File: src/rtl/gamma_ctrl.sv
// Gamma-cycle controller: replays latched spike times as pulse-width-encoded spikes
// over one RUN window and records the first datapath output spike. Option: GAMMA_CTRL_EARLY_TERM_EN.
module gamma_ctrl #(
   parameter int GAMMA_CYCLE_WIDTH = 16,
   parameter int PULSE_WIDTH       = 8,
   parameter int N_IN              = 2,
   localparam int T_W              = $clog2(GAMMA_CYCLE_WIDTH)
) (
   input  logic                  aclk,
   input  logic                  grst,
   input  logic                  in_valid,
   output logic                  in_ready,
   input  logic [N_IN*T_W-1:0]   in_time,
   input  logic [N_IN-1:0]       in_mask,
   output logic                  op_rst,
   output logic [N_IN-1:0]       spike_o,
   input  logic                  dp_y,
   output logic                  res_valid,
   input  logic                  res_ready,
   output logic [T_W-1:0]        res_time,
   output logic                  res_hit,
   output logic [1:0]            state_o
);

   // Handshakes: a transfer happens on a rising edge where valid and ready are both 1;
   // ready/valid never depend on the partner's signal, and neither is offered in reset.

   typedef enum logic [1:0] {
      ST_IDLE  = 2'd0,
      ST_CLEAR = 2'd1,
      ST_RUN   = 2'd2,
      ST_DONE  = 2'd3
   } state_t;

   localparam logic [T_W-1:0] TCNT_LAST = T_W'(GAMMA_CYCLE_WIDTH - 1);
   localparam logic [T_W:0]   PW_EXT    = (T_W+1)'(PULSE_WIDTH);

   state_t                state_q, state_d;
   logic [T_W-1:0]        tcnt_q, tcnt_d;
   logic [N_IN*T_W-1:0]   time_q, time_d;
   logic [N_IN-1:0]       mask_q, mask_d;
   logic [T_W-1:0]        res_time_q, res_time_d;
   logic                  res_hit_q, res_hit_d;
   logic                  capture;
   logic [N_IN-1:0]       lane_on;

   assign capture = (state_q == ST_RUN) && dp_y && !res_hit_q;

   // Lane window check uses a T_W+1 bit end point so late pulses clip instead of wrapping.
   for (genvar i = 0; i < N_IN; i++) begin : g_lane
      logic [T_W-1:0] t_start;
      logic [T_W:0]   t_end;
      assign t_start    = time_q[i*T_W +: T_W];
      assign t_end      = {1'b0, t_start} + PW_EXT;
      assign lane_on[i] = mask_q[i] && (tcnt_q >= t_start) && ({1'b0, tcnt_q} < t_end);
   end

   // State register
   always_ff @(posedge aclk) begin
      if (grst) begin
         state_q <= ST_IDLE;
      end else begin
         state_q <= state_d;
      end
   end

   // Next-state logic
   always_comb begin
      state_d = state_q;
      case (state_q)
         ST_IDLE:  if (in_valid) state_d = ST_CLEAR;
         ST_CLEAR: state_d = ST_RUN;
         ST_RUN: begin
            if (tcnt_q == TCNT_LAST) state_d = ST_DONE;
`ifdef GAMMA_CTRL_EARLY_TERM_EN
            if (capture) state_d = ST_DONE;
`endif
         end
         ST_DONE:  if (res_ready) state_d = ST_IDLE;
         default:  state_d = ST_IDLE;
      endcase
   end

   // Output logic; reset gating keeps every strobe low while grst is held.
   always_comb begin
      in_ready  = 1'b0;
      op_rst    = 1'b0;
      res_valid = 1'b0;
      spike_o   = '0;
      if (!grst) begin
         case (state_q)
            ST_IDLE:  in_ready  = 1'b1;
            ST_CLEAR: op_rst    = 1'b1;
            ST_RUN:   spike_o   = lane_on;
            ST_DONE:  res_valid = 1'b1;
            default:  in_ready  = 1'b0;
         endcase
      end
   end

   assign res_time = res_time_q;
   assign res_hit  = res_hit_q;
   assign state_o  = state_q;

   // Datapath next-state
   always_comb begin
      tcnt_d     = tcnt_q;
      time_d     = time_q;
      mask_d     = mask_q;
      res_time_d = res_time_q;
      res_hit_d  = res_hit_q;
      case (state_q)
         ST_IDLE: begin
            if (in_valid) begin
               time_d     = in_time;
               mask_d     = in_mask;
               res_time_d = '0;
               res_hit_d  = 1'b0;
               tcnt_d     = '0;
            end
         end
         ST_CLEAR: tcnt_d = '0;
         ST_RUN: begin
            tcnt_d = tcnt_q + 1'b1;
            if (capture) begin
               res_time_d = tcnt_q;
               res_hit_d  = 1'b1;
            end
         end
         default: ;
      endcase
   end

   always_ff @(posedge aclk) begin
      if (grst) begin
         tcnt_q     <= '0;
         time_q     <= '0;
         mask_q     <= '0;
         res_time_q <= '0;
         res_hit_q  <= 1'b0;
      end else begin
         tcnt_q     <= tcnt_d;
         time_q     <= time_d;
         mask_q     <= mask_d;
         res_time_q <= res_time_d;
         res_hit_q  <= res_hit_d;
      end
   end

endmodule
File: config.mk
export PLATFORM = sky130hd
export DESIGN_NAME = gamma_ctrl
export DESIGN_NICKNAME = d
export VERILOG_FILES = /design/src/rtl/gamma_ctrl.sv
export SDC_FILE = /design/constraint.sdc
export NUM_CORES = 1
export LEC_CHECK = 0
export CORE_MARGIN = 3
export CORE_UTILIZATION = 25
export CTS_CLUSTER_DIAMETER = 150
export DETAILED_ROUTE_END_ITERATION = 8
export PLACE_DENSITY = 0.58
export SETUP_SLACK_MARGIN = 0.15
export SLEW_MARGIN = 25
export SYNTH_ARGS = -nofsm -noshare
export SYNTH_HDL_FRONTEND = slang
export SYNTH_SLANG_ARGS = --single-unit
export TNS_END_PERCENT = 50
File: constraint.sdc
create_clock -name aclk -period 1.7 [get_ports aclk]
set_input_delay 0.425 -clock aclk [delete_from_list [all_inputs] [get_ports aclk]]
set_output_delay 0.425 -clock aclk [all_outputs]
set_load 0.03 [all_outputs]
==> key figures, run 1 <==
Status
  – Status: complete, but fails checks
  – Violated checks: setup timing

Floorplanning
  – Die width: ~77 um
  – Die Span Y: about 77 um
  – Die area: ~5900 um2
  – Initial Util: 0.262
  – Row count: 25
  – Core footprint: about 4800 um2
  – IO Pins: 27

Timing
  – Max Clk Rate: roughly 480 MHz
  – Final worst path period need: 2.11 ns
  – Slew Limit Fails: 0
  – Final period utilization: 1.24
  – Final worst slack: -0.405 ns
  – Setup violations, final: 2
  – Unrepaired setup endpoints after global routing: true
  – Slew @ Worst Pin: around 0.42 ns
  – Post-route clock skew: approximately 0.0042 ns
  – Hold_ws: around 0.46 ns
  – Fin. Hold Viols: 0
  – Headroom to the max-slew limit: 0.717

Placement
  – Area post-placement: 1740 um2
  – HPWL Detailed: roughly 2100 um
  – Inst Count DP: around 260
  – PortBufs: 26
  – Placer congestion estimate: ~0.77
  – Worst slack at placement: -0.345 ns

Layout
  – Non-Filler Instances: around 270
  – Layout Nets: 239
  – Sequential Area: ~440 um2
  – Share of cells above drive strength 1: 0.351
  – Most common cell after layout, fill and taps aside: nand2_1
  – Layout filler cell count: roughly 470
  – Ant. Diodes: 0
  – Area of the multi-input gates: around 900 um2
  – Design Area, Final: 2080 um2
  – Most frequent cells in the layout: nand2_1 (27), buf_4 (17), a21oi_1 (16), dfxtp_1 (13)
  – Layout Area Growth over Synthesis: 66.0%

Hold path
  – Hold path start: time_q[6]
  – Hold Path Depth: 2
  – Class of the worst hold path: flip-flop to flip-flop
  – Hold-critical path endpoint: time_q[6]

Global route
  – Vias in the first global route: 1178
  – Pin count of the biggest net entering global routing: 14
  – GR Util All Layers: 0.113
  – GRT Residual Overflow: 0
  – Initial antenna violation count: 0
  – First-pass GRT wire length: between 5000 and 6000 um

CTS
  – Clk buf depth: 2
  – Num CTS Buffers: 3
  – CTS tree: built
  – Hold Buf Count CTS: 0
  – H-Tree Depth: 1
  – Clock Latency Late Sink: 0.26 ns
  – Root buffer cell: clkbuf_8
  – Clock-pin slew on the worst setup and hold paths: 0.08 ns
  – CTS Sinks: 21

Critical path
  – Family with the most delay on the worst path: simple AND/OR/NAND/NOR gates
  – R2R Setup Slk: 0.04 ns
  – CP arrival: between 1.5 and 2 ns
  – R2R depth: 6
  – Critical Path Sink Type: output port
  – WP data required: about 1.3 ns
  – Worst path cell trace: ha_4 > nor2b_4 > o21a_1 > nor4_1 > and3b_2 > buf_6
  – Critical path fanouts, max: 3
  – Worst reg2reg path startpoint: state_o[1]
  – Terminus of the critical flop-to-flop path: tcnt_q[3]
  – Startpoint Class: flip-flop
  – Slowest cell on crit path: dfxtp_4
  – Critical path class: flip-flop to output port
  – CP peak stage delay: between 0.3 and 0.4 ns
  – WP buf/inv: 1

Synthesis
  – Post-synthesis instance total: between 150 and 200
  – Seq/Total Area, Yosys: 0.336
  – Synth Register Bits: 21
  – Synth Area per Inst: approximately 8 um2
  – Synth area leaders: dfxtp_1 (34%), ha_1 (18%), nand2_1 (8.1%)
  – Yosys Warn Count: 0
  – Mapped Area: roughly 1300 um2
  – Synth top area share: 0.336
  – Distinct cell type count after synthesis: 30
  – Syn_nets: 185
  – Yosys top cell by area: dfxtp_1

Pwr
  – Tot Pwr: between 2 and 2.5 mW
  – IR drop worst, VDD: 326 uV
  – Static leakage: about 0.89 nW
  – Pwr Density: between 1000 and 1500 nW/um2

Routing
  – Routed vias: 1195
  – Residual DRC: 0
  – DRT iter0 DRCs: 48
  – Vias/cell: about 4.4
  – Wirelength per Cell: between 10 and 15 um
  – Post-DRT Antenna Nets: 0
  – Final wirelength: roughly 3200 um
  – Drt first pass iters: 4

Job
  – Max-cap violation count: 0
[worst register-to-register path, delay by kind of cell (launching register included)]
family	cells	cell delay [ns]
flops	1	0.40
fa+ha+maj	1	0.17
compound gates	1	0.13
simple gates	3	0.82
buf+inv	1	0.06
[metal layers]
layer | wire length [um] | vias up | GRT usage | share of wire
met5 | 0 | - | 0 | 0
met4 | 51 | 0 | 0.0435 | 0.016
met3 | 137 | 4 | 0.0223 | 0.043
met2 | 1450 | 29 | 0.182 | 0.46
met1 | 1520 | 542 | 0.148 | 0.48
li1 | - | 620 | - | -
[worst max path at each step]
| stage | from | endpoint | slack, ns | depth (start not counted) |
|---|---|---|---|---|
| after global routing | tcnt_q[1] | spike_o[1] | -0.47 | 6 |
| after detailed placement | grst | spike_o[1] | -0.34 | 5 |
| after global placement | grst | spike_o[1] | -0.36 | 5 |
| after CTS | tcnt_q[1] | spike_o[1] | -0.48 | 6 |
| after floorplan | tcnt_q[1] | spike_o[1] | -0.03 | 5 |
| final | tcnt_q[1] | spike_o[1] | -0.41 | 6 |
[cell families (layout without fill, tap and decap cells)]
logic type / Yosys count / in the layout / synth area share
buffers and inverters: 15 / 68 / 0.0509
AO/OA/AOI/OAI: 30 / 30 / 0.133
adder cells (fa/ha/maj): 18 / 18 / 0.180
flip-flops: 21 / 21 / 0.336
multiplexers: 5 / 5 / 0.0400
AND/OR/NAND/NOR: 63 / 63 / 0.261
[report_power, final]
group | internal [mW] | total [mW] | switching, mW
combinational | 0.639 | 1.17 | 0.536
clock | 0.164 | 0.338 | 0.174
sequential | 0.574 | 0.629 | 0.0558
[synth_stat cells (all sizes together)]
library cell and instances:
a2111oi 1, dfxtp 21, nand3b 1, mux2i 5
or4b 1, o21a 2, nand3 2, nor3 2
nand2b 3, and4 1, ha 18, or2 1
and3b 1, a211oi 1, and2 5, a31oi 1
inv 10, nor2 8, a221oi 1, buf 1
a21oi 18, clkbuf 4, nor4 1, nand2 27
and3 1, nor2b 7, o21ai 6, nor4b 2
[area by class of cell]
cell class / count / area share
clock buffers: 3 / 0.0199
clock inverters: 1 / 0.00241
inverters: 10 / 0.0205
multi-input cells: 116 / 0.443
flip-flops and latches: 21 / 0.211
well taps: 67 / 0.0403
repair buffers: 54 / 0.263
[timing repair]
item	4_1_cts	5_1_grt
hold endpoints to repair	0	0
pin swaps	3	18
gates cloned	1	0
gates resized for setup	34	29
setup endpoints to repair	20	15
setup buffers	1	7
[metrics by stage]
stage / utilization / TNS [ns]
after floorplan: - / -0.101
after global placement: 0.364 / -2.30
after detailed placement: 0.364 / -2.36
after CTS: 0.403 / -0.937
after global routing: 0.435 / -0.926
final: 0.435 / -0.763
[sequential cells by signal (all words and copies together) (netlist names)]
name      count
tcnt_q        4
res_time      4
res_hit       1
state_o       2
mask_q        2
time_q        8
Power figures use the tool's default switching activity.
==> inputs of run 2 (changes only) <==
Settings changed: CORE_UTILIZATION 25 to 45, PLACE_DENSITY 0.58 to 0.71.
==> key figures, run 2 (same netlist as run 1, synthesis figures left out) <==
Critical path
  – Slowest cell on crit path: dfxtp_4 (unchanged)
  – R2R depth: 6 (unchanged)
  – WP data required: 1.27 ns (about the same)
  – Worst reg2reg path startpoint: state_o[1] (unchanged)
  – Worst path cell trace: ha_4 > nor2b_4 > o21a_1 > nor4_4 > and3b_2 > buf_6 (was ha_4 > nor2b_4 > o21a_1 > nor4_1 > and3b_2 > buf_6)
  – R2R Setup Slk: -0.01 ns (was 0.04 ns)
  – Family with the most delay on the worst path: simple AND/OR/NAND/NOR gates (unchanged)
  – CP peak stage delay: 0.39 ns (was 0.37 ns)
  – Startpoint Class: flip-flop (unchanged)
  – Critical Path Sink Type: output port (unchanged)
  – Crit path depth: 6 (unchanged)
  – Critical path fanouts, max: 3 (unchanged)
  – Critical path class: flip-flop to output port (unchanged)
  – CP arrival: 1.80 ns (was 1.68 ns)
  – WP buf/inv: 1 (unchanged)
  – Critical path startpoint: tcnt_q[1] (unchanged)

Global route
  – Vias in the first global route: 1193 (was 1178)
  – First-pass GRT wire length: 5140 um (was 5440 um)
  – Initial antenna violation count: 0 (unchanged)
  – GR Util All Layers: 0.192 (was 0.113)
  – GRT Residual Overflow: 0 (unchanged)
  – Pin count of the biggest net entering global routing: 14 (unchanged)

Layout
  – Most frequent cells in the layout: nand2_1 (27), a21oi_1 (16), buf_4 (16), clkdlybuf4s50_1 (13), dfxtp_1 (13) (was nand2_1 (27), buf_4 (17), a21oi_1 (16), dfxtp_1 (13))
  – Layout filler cell count: 176 (was 472)
  – Ant. Diodes: 0 (unchanged)
  – Layout Area Growth over Synthesis: 58.0% (was 66.0%)
  – Top register by number of flip-flops: time_q (unchanged)
  – Post-layout util: 0.771 (was 0.435)
  – Share of cells above drive strength 1: 0.352 (was 0.351)
  – Layout Nets: 233 (was 239)
  – Most common cell after layout, fill and taps aside: nand2_1 (unchanged)
  – Largest register FFs: 8 (unchanged)

Floorplanning
  – Initial Util: 0.488 (was 0.262)
  – Row count: 18 (was 25)
  – Die Span Y: 58.8 um (was 76.8 um)
  – Die area: 3450 um2 (was 5900 um2)
  – Die width: 58.8 um (was 76.8 um)
  – IO Pins: 27 (unchanged)
  – Core footprint: 2570 um2 (was 4790 um2)

Pwr
  – Tot Pwr: 1.99 mW (was 2.14 mW)
  – Static leakage: 0.829 nW (was 0.895 nW)
  – IR drop worst, VDD: 892 uV (was 326 uV)
  – Pwr Density: 1010 nW/um2 (was 1030 nW/um2)

Timing
  – Unrepaired setup endpoints after global routing: true (unchanged)
  – Final worst slack: -0.527 ns (was -0.405 ns)
  – Final period utilization: 1.31 (was 1.24)
  – Max Clk Rate: 449 MHz (was 475 MHz)
  – Setup violations, final: 3 (was 2)
  – Post-route clock skew: 0.00803 ns (was 0.00417 ns)
  – Fin. Hold Viols: 0 (unchanged)
  – Slew Limit Fails: 0 (unchanged)
  – Final worst path period need: 2.23 ns (was 2.11 ns)
  – Slew @ Worst Pin: 0.419 ns (was 0.424 ns)
  – Headroom to the max-slew limit: 0.713 (was 0.717)

CTS
  – CTS Sinks: 21 (unchanged)
  – Clock Latency Late Sink: 0.32 ns (was 0.26 ns)
  – Clock-pin slew on the worst setup and hold paths: 0.13 ns (was 0.08 ns)
  – Root buffer cell: clkbuf_4 (was clkbuf_8)
  – Num CTS Buffers: 3 (unchanged)
  – H-Tree Depth: 1 (unchanged)
  – Clk buf depth: 2 (unchanged)
  – CTS tree: built (unchanged)

Routing
  – Wirelength per Cell: 14.5 um (was 11.6 um)
  – DRT iter0 DRCs: 38 (was 48)
  – Routed vias: 1221 (was 1195)
  – Drt first pass iters: 4 (unchanged)
  – Post-DRT Antenna Nets: 0 (unchanged)
  – Vias/cell: 5.33 (was 4.39)
  – Residual DRC: 0 (unchanged)
  – Final wirelength: 3310 um (was 3160 um)

Job
  – Max-cap violation count: 0 (unchanged)

Hold path
  – Class of the worst hold path: flip-flop to flip-flop (unchanged)
  – Hold Path Depth: 2 (unchanged)
  – Hold path start: time_q[2] (was time_q[6])

Status
  – Status: complete, but fails checks (unchanged)
  – Violated checks: setup timing (unchanged)

Placement
  – HPWL Detailed: 2110 um (about the same)
  – PortBufs: 26 (unchanged)
  – Placer congestion estimate: 0.848 (was 0.770)
[run 2: cell types whose count changed in the layout (fill, tap and decap cells not counted), sizes merged]
cell           previous run  this run
buf                      32        26
clkdlybuf4s50            12        13
clkdlybuf4s15             0         2
dlygate4sd2               6         4
clkinv                    1         0
[run 2: worst register-to-register path, delay by kind of cell (launching register included)]
family	cells	cell delay (ns)
adders and majority gates	1	0.17
and+or+nand+nor	3	0.83
AOI/OAI and AO/OA	1	0.16
DFF	1	0.42
buffers and inverters	1	0.06
[run 2: metrics by stage]
stage | worst slack [ns] | area [um2] | TNS (ns) | hold WS [ns] | instances
final | -0.527 | 1980 | -1.03 | 0.463 | 229
after global routing | -0.598 | 1980 | -1.26 | 0.491 | 229
after CTS | -0.535 | 1840 | -1.04 | 0.467 | 228
after detailed placement | -0.329 | 1690 | -1.97 | 0.452 | 221
after global placement | -0.296 | 1690 | -1.69 | 0.447 | 221
after floorplan | -0.0343 | 1280 | -0.101 | 0.433 | 152
[run 2: where the power goes]
part / total (mW) / leakage, nW / switching (mW) / internal (mW)
combinational: 1.10 / 0.639 / 0.535 / 0.564
clock: 0.260 / 0.0150 / 0.168 / 0.0920
sequential: 0.632 / 0.175 / 0.0582 / 0.574
total: 1.99 / 0.829 / 0.762 / 1.23
[run 2: final timing paths]
kind	endpoint
max reg2reg	tcnt_q[3]
max	spike_o[1]
min reg2reg	time_q[2]
min	time_q[2]
[run 2: layout make-up]
| cell class | count | area, um2 | area share |
|---|---|---|---|
| Clock buffer | 4 | 26.3 | 0.0133 |
| Inverter | 10 | 45.0 | 0.0228 |
| Multi-Input combinational cell | 116 | 953 | 0.482 |
| Sequential cell | 21 | 438 | 0.221 |
| Tap cell | 30 | 37.5 | 0.0190 |
| Timing Repair Buffer | 48 | 479 | 0.242 |
[run 2: metal layers]
| metal | vias to the layer above | share of wire | global-route usage |
|---|---|---|---|
| li1 | 608 | - | - |
| met1 | 582 | 0.41 | 0.221 |
| met2 | 22 | 0.53 | 0.347 |
| met3 | 9 | 0.031 | 0.0482 |
| met4 | 0 | 0.022 | 0.0583 |
| met5 | - | 0 | 0 |
[run 2: timing repair]
| action | 4_1_cts | 5_1_grt |
|---|---|---|
| endpoints found under the setup margin | 18 | 16 |
| gates cloned | 1 | 0 |
| hold buffers | 0 | 0 |
| buffers inserted | 2 | 1 |
| resized for setup | 30 | 31 |
| pin swaps | 4 | 7 |
